### config.mk
export PLATFORM = sky130hd
export DESIGN_NAME = alu_seq
export DESIGN_NICKNAME = d
export VERILOG_FILES = /design/src/rtl/alu_seq.sv
export SDC_FILE = /design/constraint.sdc
export NUM_CORES = 1
export LEC_CHECK = 0
export BUFFER_PORTS_ARGS = -buffer_cell sky130_fd_sc_hd__buf_2
export CAP_MARGIN = 20
export CORE_MARGIN = 2
export CORE_UTILIZATION = 50
export DETAILED_ROUTE_END_ITERATION = 12
export GPL_TIMING_DRIVEN = 1
export PLACE_DENSITY = 0.69
export SLEW_MARGIN = 20
export SYNTH_ARGS = -nofsm -noshare
export SYNTH_HDL_FRONTEND = slang
export SYNTH_SLANG_ARGS = --single-unit
### constraint.sdc
create_clock -name clk -period 2.05 [get_ports clk]
set_clock_uncertainty 0.15 [all_clocks]
set_input_delay 0.205 -clock clk [delete_from_list [all_inputs] [get_ports clk]]
set_output_delay 0.205 -clock clk [all_outputs]
set_load 0.02 [all_outputs]
### src/rtl/alu_seq.sv
// Registered ALU with valid/ready handshakes on both sides: add/sub/inc/dec, logic ops,
// and shifts that run either one bit per cycle or as a single-cycle barrel.
module alu_seq #(
    parameter int unsigned WIDTH              = 8,
    parameter int unsigned SINGLE_CYCLE_SHIFT = 0
) (
    input  logic             clk,
    input  logic             rst_n,
    input  logic             in_valid,
    output logic             in_ready,
    input  logic [WIDTH-1:0] a,
    input  logic [WIDTH-1:0] b,
    input  logic             cin,
    input  logic [3:0]       s,
    output logic             out_valid,
    input  logic             out_ready,
    output logic [WIDTH-1:0] d,
    output logic             z,
    output logic             cout,
    output logic             n,
    output logic             v
);

    localparam int unsigned SHW = (WIDTH > 1) ? $clog2(WIDTH) : 1;

    typedef enum logic [1:0] {
        ST_IDLE = 2'd0,
        ST_BUSY = 2'd1,
        ST_DONE = 2'd2
    } state_e;

    // One shift step; returns {bit shifted out, shifted value}.
    function automatic logic [WIDTH:0] shift_step(
        input logic [WIDTH-1:0] x,
        input logic [1:0]       sub,
        input logic             right,
        input logic             fill_in
    );
        logic fill;
        if (!right) begin
            unique case (sub)
                2'b01:   fill = fill_in;
                2'b10:   fill = x[WIDTH-1];
                default: fill = 1'b0;
            endcase
            return {x[WIDTH-1], x[WIDTH-2:0], fill};
        end
        unique case (sub)
            2'b01:   fill = x[WIDTH-1];
            2'b10:   fill = x[0];
            2'b11:   fill = fill_in;
            default: fill = 1'b0;
        endcase
        return {x[0], fill, x[WIDTH-1:1]};
    endfunction

    // Amounts past WIDTH saturate for fills and wrap for rotates (non-power-of-two widths only).
    function automatic logic [SHW-1:0] eff_amt(input logic [SHW-1:0] raw, input logic rot);
        if (32'(raw) >= WIDTH) begin
            return rot ? SHW'(32'(raw) - WIDTH) : SHW'(WIDTH);
        end
        return raw;
    endfunction

    function automatic logic [WIDTH:0] barrel(
        input logic [WIDTH-1:0] x,
        input logic [1:0]       sub,
        input logic             right,
        input logic             fill_in,
        input logic [SHW-1:0]   amt
    );
        logic [WIDTH:0] acc;
        acc = {1'b0, x};
        for (int i = 0; i < int'(WIDTH); i++) begin
            if (i < int'(amt)) begin
                acc = shift_step(acc[WIDTH-1:0], sub, right, fill_in);
            end
        end
        return acc;
    endfunction

    // Returns {v, cout, sum}; every arithmetic op is a + addend + carry.
    function automatic logic [WIDTH+1:0] arith(
        input logic [WIDTH-1:0] x,
        input logic [WIDTH-1:0] y,
        input logic             c,
        input logic [1:0]       sub
    );
        logic [WIDTH-1:0] addend;
        logic             cy;
        logic [WIDTH:0]   sum;
        logic             ovf;
        unique case (sub)
            2'b00:   begin addend = y;        cy = c;    end
            2'b01:   begin addend = ~y;       cy = 1'b1; end
            2'b10:   begin addend = '0;       cy = 1'b1; end
            default: begin addend = '1;       cy = 1'b0; end
        endcase
        sum = {1'b0, x} + {1'b0, addend} + (WIDTH+1)'(cy);
        ovf = (x[WIDTH-1] == addend[WIDTH-1]) && (sum[WIDTH-1] != x[WIDTH-1]);
        return {ovf, sum};
    endfunction

    state_e           state_q, state_d;
    logic [2:0]       op_q, op_d;
    logic             fill_q, fill_d;
    logic [WIDTH-1:0] work_q, work_d;
    logic [SHW-1:0]   cnt_q, cnt_d;
    logic             out_valid_q, out_valid_d;
    logic [WIDTH-1:0] d_q, d_d;
    logic             z_q, z_d;
    logic             cout_q, cout_d;
    logic             n_q, n_d;
    logic             v_q, v_d;

    logic [WIDTH+1:0] arith_c;
    logic [WIDTH:0]   barrel_c;
    logic [SHW-1:0]   amt_c;
    logic [WIDTH-1:0] res_val_c;
    logic             res_cout_c;
    logic             res_v_c;
    logic [WIDTH:0]   step_c;

    // Single-cycle result straight from the input operands.
    always_comb begin
        res_val_c  = '0;
        res_cout_c = 1'b0;
        res_v_c    = 1'b0;
        amt_c      = eff_amt(b[SHW-1:0], s[1:0] == 2'b10);
        arith_c    = arith(a, b, cin, s[1:0]);
        barrel_c   = barrel(a, s[1:0], s[2], cin, amt_c);
        unique case (s[3:2])
            2'b00: {res_v_c, res_cout_c, res_val_c} = arith_c;
            2'b01: begin
                unique case (s[1:0])
                    2'b00:   res_val_c = a & b;
                    2'b01:   res_val_c = a | b;
                    2'b10:   res_val_c = a ^ b;
                    default: res_val_c = ~a;
                endcase
            end
            default: {res_cout_c, res_val_c} = barrel_c;
        endcase
    end

    always_comb begin
        state_d     = state_q;
        op_d        = op_q;
        fill_d      = fill_q;
        work_d      = work_q;
        cnt_d       = cnt_q;
        out_valid_d = out_valid_q;
        d_d         = d_q;
        z_d         = z_q;
        cout_d      = cout_q;
        n_d         = n_q;
        v_d         = v_q;
        step_c      = shift_step(work_q, op_q[1:0], op_q[2], fill_q);
        unique case (state_q)
            ST_IDLE: begin
                if (in_valid) begin
                    op_d   = s[2:0];
                    fill_d = cin;
                    if (!s[3] || (amt_c == '0) || (SINGLE_CYCLE_SHIFT != 0)) begin
                        d_d         = res_val_c;
                        z_d         = (res_val_c == '0);
                        cout_d      = res_cout_c;
                        n_d         = res_val_c[WIDTH-1];
                        v_d         = res_v_c;
                        out_valid_d = 1'b1;
                        state_d     = ST_DONE;
                    end else begin
                        work_d  = a;
                        cnt_d   = amt_c;
                        state_d = ST_BUSY;
                    end
                end
            end
            ST_BUSY: begin
                work_d = step_c[WIDTH-1:0];
                cnt_d  = cnt_q - SHW'(1);
                if (cnt_q == SHW'(1)) begin
                    d_d         = step_c[WIDTH-1:0];
                    z_d         = (step_c[WIDTH-1:0] == '0);
                    cout_d      = step_c[WIDTH];
                    n_d         = step_c[WIDTH-1];
                    v_d         = 1'b0;
                    out_valid_d = 1'b1;
                    state_d     = ST_DONE;
                end
            end
            ST_DONE: begin
                if (out_ready) begin
                    out_valid_d = 1'b0;
                    state_d     = ST_IDLE;
                end
            end
            default: begin
                out_valid_d = 1'b0;
                state_d     = ST_IDLE;
            end
        endcase
    end

    always_ff @(posedge clk or negedge rst_n) begin
        if (!rst_n) begin
            state_q     <= ST_IDLE;
            op_q        <= '0;
            fill_q      <= 1'b0;
            work_q      <= '0;
            cnt_q       <= '0;
            out_valid_q <= 1'b0;
            d_q         <= '0;
            z_q         <= 1'b0;
            cout_q      <= 1'b0;
            n_q         <= 1'b0;
            v_q         <= 1'b0;
        end else begin
            state_q     <= state_d;
            op_q        <= op_d;
            fill_q      <= fill_d;
            work_q      <= work_d;
            cnt_q       <= cnt_d;
            out_valid_q <= out_valid_d;
            d_q         <= d_d;
            z_q         <= z_d;
            cout_q      <= cout_d;
            n_q         <= n_d;
            v_q         <= v_d;
        end
    end

    assign in_ready  = (state_q == ST_IDLE);
    assign out_valid = out_valid_q;
    assign d         = d_q;
    assign z         = z_q;
    assign cout      = cout_q;
    assign n         = n_q;
    assign v         = v_q;

endmodule

* Yosys cells after proc, flatten, opt, wreduce, memory -nomap -nowiden
Index checks and enable logic that the tools add are counted.
** Storage, ports and cells
- Logic and storage cells :: 147
- Input port bits :: 25
- Bits in registers :: 30
- Output and inout bits :: 14
** Operators by class
- $lt $le $gt $ge :: 7
- Bitwise operators :: 5
- Eq/ne operators :: 17
- Mux-type cells :: 88
- Add/sub/neg operators :: 3
- Reduce and logical (&&, ||, !) cells :: 16
** Operators with widths (number)
- $mux W9 :: 22
- $pmux W8 S2 :: 3
- $pmux W8 S3 :: 2
- $mux W8 :: 5
- $pmux W1 S2 :: 14
- $pmux W1 S3 :: 9
- $mux W1 :: 25
- $logic_not A8 Y1 :: 2
- $not A8 Y8 :: 2
- $eq A2 B2 Y1 const B :: 5
- $add A8 B8 Y9 :: 1
- $add A9 B1 Y9 :: 1
- $lt A3 B3 Y1 const A :: 3
- $and A8 B8 Y8 :: 1
- $eq A2 B1 Y1 const B :: 4
- $mux W2 :: 4
- $ne A2 B2 Y1 const B :: 4
- $or A8 B8 Y8 :: 1
- $reduce_and A4 Y1 :: 2
- $xor A8 B8 Y8 :: 1
- $logic_not A2 Y1 :: 3
- $lt A1 B3 Y1 const A :: 2
- $lt A2 B3 Y1 const A :: 2
- $mux W3 :: 2
- 15 further kinds :: 16

* Depth between registers and ports, before layout
- Depth after elaboration :: 34
- Depth in mapped cells :: 19
- Gate-level depth less buffers :: 17

* Least setup slack after synthesis
OpenSTA, ideal clock, no wires.
- Path kind :: input -> register
- Start point :: input s[0]
- End point :: register z_q, in the netlist z
- Buffers on the path :: 2
- Data required time :: 1.776 ns
- Slack :: -1.386 ns
- Stages on the path :: 18
- Arrival :: 3.163 ns
- Library setup time :: 0.124 ns
- Path through :: ha_1 clkbuf_1 clkinv_1 clkbuf_1 o211a_1 fa_1 inv_1 fa_1 a21o_1 a21oi_1 o21ai_0 a21oi_1 xnor2_1 nand2_1 a221oi_2 a21oi_1 nand4_1 o21ai_1
** On the way
- Cells in the longest elaborated chain, start to end :: 31
- Elaborated cells on any way between the ends :: 50
- Those cells by class :: add/sub: 2; eq/ne: 3; mux: 42; reduce/logical: 3
** RTL lines
- from (decl) :: RTL line 14 : input logic [3:0] s,
- $eq A2 B2 Y1 or $eq A2 B1 Y1 (tied branches)
- $pmux W1 S2 :: RTL line 41 : unique case (sub)
- $mux W9 :: RTL line 40 : if (!right) begin
- $mux W9 :: RTL line 48 : unique case (sub)
- $mux W9 :: RTL line 75 : if (i < int'(amt)) begin
- $pmux W1 S3 :: RTL line 48
- $mux W9 :: RTL line 48
- $mux W9 :: RTL line 75
- (+15 left out)
- $mux W9 :: RTL line 40
- $mux W9 :: RTL line 48
- $mux W9 :: RTL line 75
- $pmux W8 S2 (*) :: RTL line 132 : unique case (s[3:2])
- $logic_not A8 Y1 (*) :: RTL line 166 : z_d = (res_val_c == '0);
- $mux W1 (*) :: RTL line 164 : if (!s[3] || (amt_c == '0) || (SINGLE_CYCLE_SHIFT != 0)) begin
- $mux W1 (*) :: RTL line 161 : if (in_valid) begin
- $pmux W1 S2 (*) :: RTL line 159 : unique case (state_q)
- to (signal assigned) :: RTL line 226 : z_q <= z_d;
- to (decl) :: RTL line 111 : logic z_q, z_d;
Every way passes the cells marked *; elsewhere a longest branch is shown, timed or not. The select of a mux whose other input is x is not followed.
A chain may end at the register's enable or synchronous reset.

* Worst setup path after layout
- Start point :: input b[1]
- End point :: register z_q, in the netlist z
** On the way
- Cells in the longest elaborated chain, start to end :: 28
- Elaborated cells on any way between the ends :: 55
- Those cells by class :: add/sub: 2; order compare: 7; eq/ne: 1; mux: 37; bitwise: 4; reduce/logical: 4
** RTL lines
- from (decl) :: RTL line 12 : input logic [WIDTH-1:0] b,
- $lt A1 B3 Y1 :: RTL line 75
- $mux W9 :: RTL line 75
- $pmux W1 S3 (tied with other cells) :: RTL line 48
- $mux W9 (on tied branches) :: RTL line 48, 40
- $mux W9 (on tied branches) :: RTL line 75, 48
- $pmux W1 S2 or $mux W9 (tied branches) :: RTL line 41, 75
- $mux W9 or $pmux W1 S3 (tied branches) :: RTL line 40, 48
- $mux W9 :: RTL line 48
- (+12 left out)
- $mux W9 or $pmux W1 S3 (tied branches) :: RTL line 40, 48
- $mux W9 :: RTL line 48
- $mux W9 :: RTL line 75
- $pmux W8 S2 :: RTL line 132
- $logic_not A8 Y1 :: RTL line 166
- $mux W1 :: RTL line 164
- $mux W1 :: RTL line 161
- $pmux W1 S2 :: RTL line 159
Several ways; a longest one is shown, not always the timed one. The select of a mux whose other input is x is not followed.

==> results_dict.tcl <==
set metrics [dict create \
    routabilityCongestion 1.05 \
    dpl_hpwl_um 15800 \
    cts-root-buf "clkbuf_8" \
    num_io_pins 39 \
    ctsLongestPathBuffers 2 \
    crit_chain "buf_6 -> or3_4 -> a21boi_4 -> a21oi_4 -> buf_12 -> buf_6 -> buf_4 -> o211ai_1 -> a21oi_1 -> o31ai_2 -> o41ai_2 -> nor3b_1 -> nand4_1 -> o21ai_1" \
    synth_top_family_by_area "compound AO/OA/AOI/OAI gates" \
    coreArea_um2 9110 \
    timing.critical_path.buf_inv 4 \
    kind_of_cell_adding_the_most_delay_to_the_critical_path "compound AO/OA/AOI/OAI gates" \
    logic_depth_of_the_worst_setup_path_including_buffers 14 \
    seq_area_frac_synth_pct 15.6 \
    syn_area_per_cell_um2 7.54 \
    worst-endpoint-required_ns 2.10 \
    first_global_vias 5827 \
    ys_top_cells_by_count "nand2_1 (89), nor2_1 (43), o21ai_0 (43)" \
    syn_nets 675 \
    power_density_nw_per_um2 716 \
    synth_cell_types 91 \
    die_width_um 100 \
    dr.first_iter.drc_count 627 \
    static_leakage_nw 3.10 \
    met1_length_um 8050 \
    antenna_found_initial 0 \
    headroom_to_the_max_slew_limit_pct 57.2 \
    dr_total_vias 6027 \
    yosys_warnings 0 \
    wl_met2_um 9120 \
    final_layout_size_suffix_gt1_share_pct 42.7 \
    wirelength_routed_um 20400 \
    timing.critical_path.slowest_cell_delay_ns 0.44 \
    die_footprint_um2 10100 \
    share_of_cell_area_taken_by_muxes_after_synthesis_pct 3.37 \
    timing_hold_violations_final 0 \
    post-synth-top-count-cell "nand2_1" \
    floorplan.die.height_um 100 \
    drt-vias-per-instance 6.51 \
    synth_area_leader_cell "dfrtp_1" \
    outcome "finished, violations left" \
    post_drt_wl_per_cell_um 22.1 \
    count_of_final_setup_violators 11 \
    sort_of_element_at_the_start_of_the_critical_path "input port" \
    layout.nets 875 \
    placement.cell_area_um2 6070 \
    sum_of_met3_wire_segment_lengths_after_detailed_routing_um 2090 \
    cts.reportedPaths.clkPinSlew_ns 0.06 \
    setup.worst_path.end_class "register" \
    slew_violations 0 \
    synthArstFlopShare_pct 100 \
    kind_of_path_behind_the_tightest_hold_check "input port to register" \
    io_buffer_count 38 \
    worst_hold_path.num_cells 4 \
    worstPathArrival_ns 2.91 \
    synth_compound_gate_area_share_pct 39.3 \
    number_of_instances_in_the_synthesized_netlist 615 \
    remaining_antenna_violation_count 0 \
    worst_slack_ns -0.805 \
    firstDrtPassIters 8 \
    max_cap_violations 0 \
    tritoncts_clock_tree "yes" \
    max-vdd-ir-drop_v 0.000499 \
    floorplan.rows 35 \
    worst_pin_slew_ns 0.642 \
    fin_total_pwr_mw 4.89 \
    number_of_cts_inserted_buffers 5 \
    n_diodes 0 \
    global_route_wire_length_before_repair_um 31400 \
    synth.cell_area_um2 4640 \
    grt-ovfl-total 0 \
    final_period_minus_worst_setup_slack_ns 2.86 \
    finalCoreUtilization_pct 75.0 \
    ctsHtreeMaxLevel 2 \
    clock-sinks 29 \
    synth_xor_area_share_pct 0.944 \
    ys_ff_latch 29 \
    synth_enable_flop_cells 0 \
    grt_max_degree 30 \
    timing.fmax_ghz 0.350 \
    critical_path.most_common_cell "buf_6" \
    drc_violation_count_after_routing 0 \
    stdcell_area_um2 6830 \
    initial_core_util_pct 50.9 \
    insertion_delay_ns 0.29 \
    syn2layout_area_growth_pct 47.2 \
    synth_adder_area_share_pct 9.76 \
    dominantRegCellSynth "dfrtp_1" \
    ys_top_cells_by_area "dfrtp_1 (16%), ha_1 (8.9%), nand2_1 (7.2%)" \
    synthSimpleGateAreaFrac_pct 20.7 \
    grt.total_usage_pct 40.5 \
    highest_layer "met4" \
    violations "negative setup slack" \
    netlist.area_leader.share_pct 15.6 \
    critPathKind "input port to register" \
    grt_setup_unrepaired "yes" \
    min_period_over_period_pct 139 \
    critical-path-slowest-cell "or3_4" \
    n_fill_cell 695 \
    critical_path_peak_fanout 7 \
    rr_worst_depth 9 \
]
==> cells in the final DEF, fill, tap and decap left out, drive strengths merged, types with 12 or more instances in the layout <==
cell	netlist	layout
ha	33	33
buf	15	239
o21ai	55	55
o211ai	20	20
a21oi	45	45
nand2b	12	12
inv	31	31
dfrtp	29	29
a31oi	12	12
a211oi	17	17
nor2	43	43
nand2	90	90
==> power by group <==
| part | total [mW] | internal [mW] | switching [mW] |
|---|---|---|---|
| clock network | 0.567 | 0.352 | 0.214 |
| registers | 1.12 | 0.846 | 0.274 |
| logic | 3.20 | 1.43 | 1.77 |
==> worst register-to-register path: cells and delay by family (launching register included) <==
kind	cells	cell delay (ns)
compound gates	4	0.61
flops	1	0.40
simple gates	3	0.37
fa+ha+maj	1	0.19
buf+inv	1	0.11
==> cell families after synthesis <==
| logic type | after synthesis |
|---|---|
| and+or+nand+nor | 204 |
| muxes | 15 |
| xor gates and xnor gates | 5 |
| adders and majority gates | 35 |
| DFF | 29 |
| buffers and inverters | 81 |
| AOI/OAI and AO/OA | 246 |
==> metal layers <==
| metal | up-vias | global-route usage, % |
|---|---|---|
| met2 | 403 | 65.6 |
| met3 | 112 | 8.43 |
| met4 | 0 | 18.7 |
| met1 | 2825 | 51.8 |
| met5 | - | 0 |
| li1 | 2687 | - |
==> area by class of cell <==
type                    count  area (µm²)  area share, %
multi-input cells         505        3880           56.8
repair buffers            240        1830           26.8
flip-flops and latches     29         726           10.6
inverters                  34         155           2.27
well taps                 111         139           2.03
clock buffers               5        68.8           1.01
clock inverters             2        35.0          0.513
==> final timing paths <==
check | start | end | slack (ns)
setup / recovery | b[1] | z | -0.81
hold / removal | out_ready | state_q[1] | 0.03
setup reg to reg | op_q[0] | z | 0.10
min in group asynchronous | rst_n | work_q[1] | 0.33
max in group asynchronous | rst_n | cnt_q[2] | 1.00
hold reg to reg | d[4] | d[4] | 0.34
==> repair_timing <==
item,4_1_cts,5_1_grt
pin swaps,62,28
endpoints found under the hold margin,29,0
gates resized for setup,79,19
buffers inserted,21,4
setup endpoints to repair,11,11
hold buffers,1,0
==> state kept, by name, indices dropped and copies added, names as in the netlist, 2 cells and up <==
| name | flops |
|---|---|
| cnt_q | 3 |
| d | 8 |
| op_q | 3 |
| state_q | 2 |
| work_q | 8 |
==> per-stage QoR <==
| step | hold slack [ns] | setup TNS (ns) | cells | setup slack, ns |
|---|---|---|---|---|
| 6_report | 0.0344 | -8.09 | 926 | -0.805 |
| 5_1_grt | 0.0645 | -9.08 | 926 | -0.909 |
| 4_1_cts | 0.0346 | -7.31 | 923 | -0.745 |
| 3_5_place_dp | 0.112 | -12.01 | 895 | -1.20 |
| 3_3_place_gp | 0.0959 | -11.32 | 895 | -1.15 |
| 2_1_floorplan | -0.241 | -7.39 | 615 | -0.886 |
No activity file was read; power rests on OpenSTA's default activity.
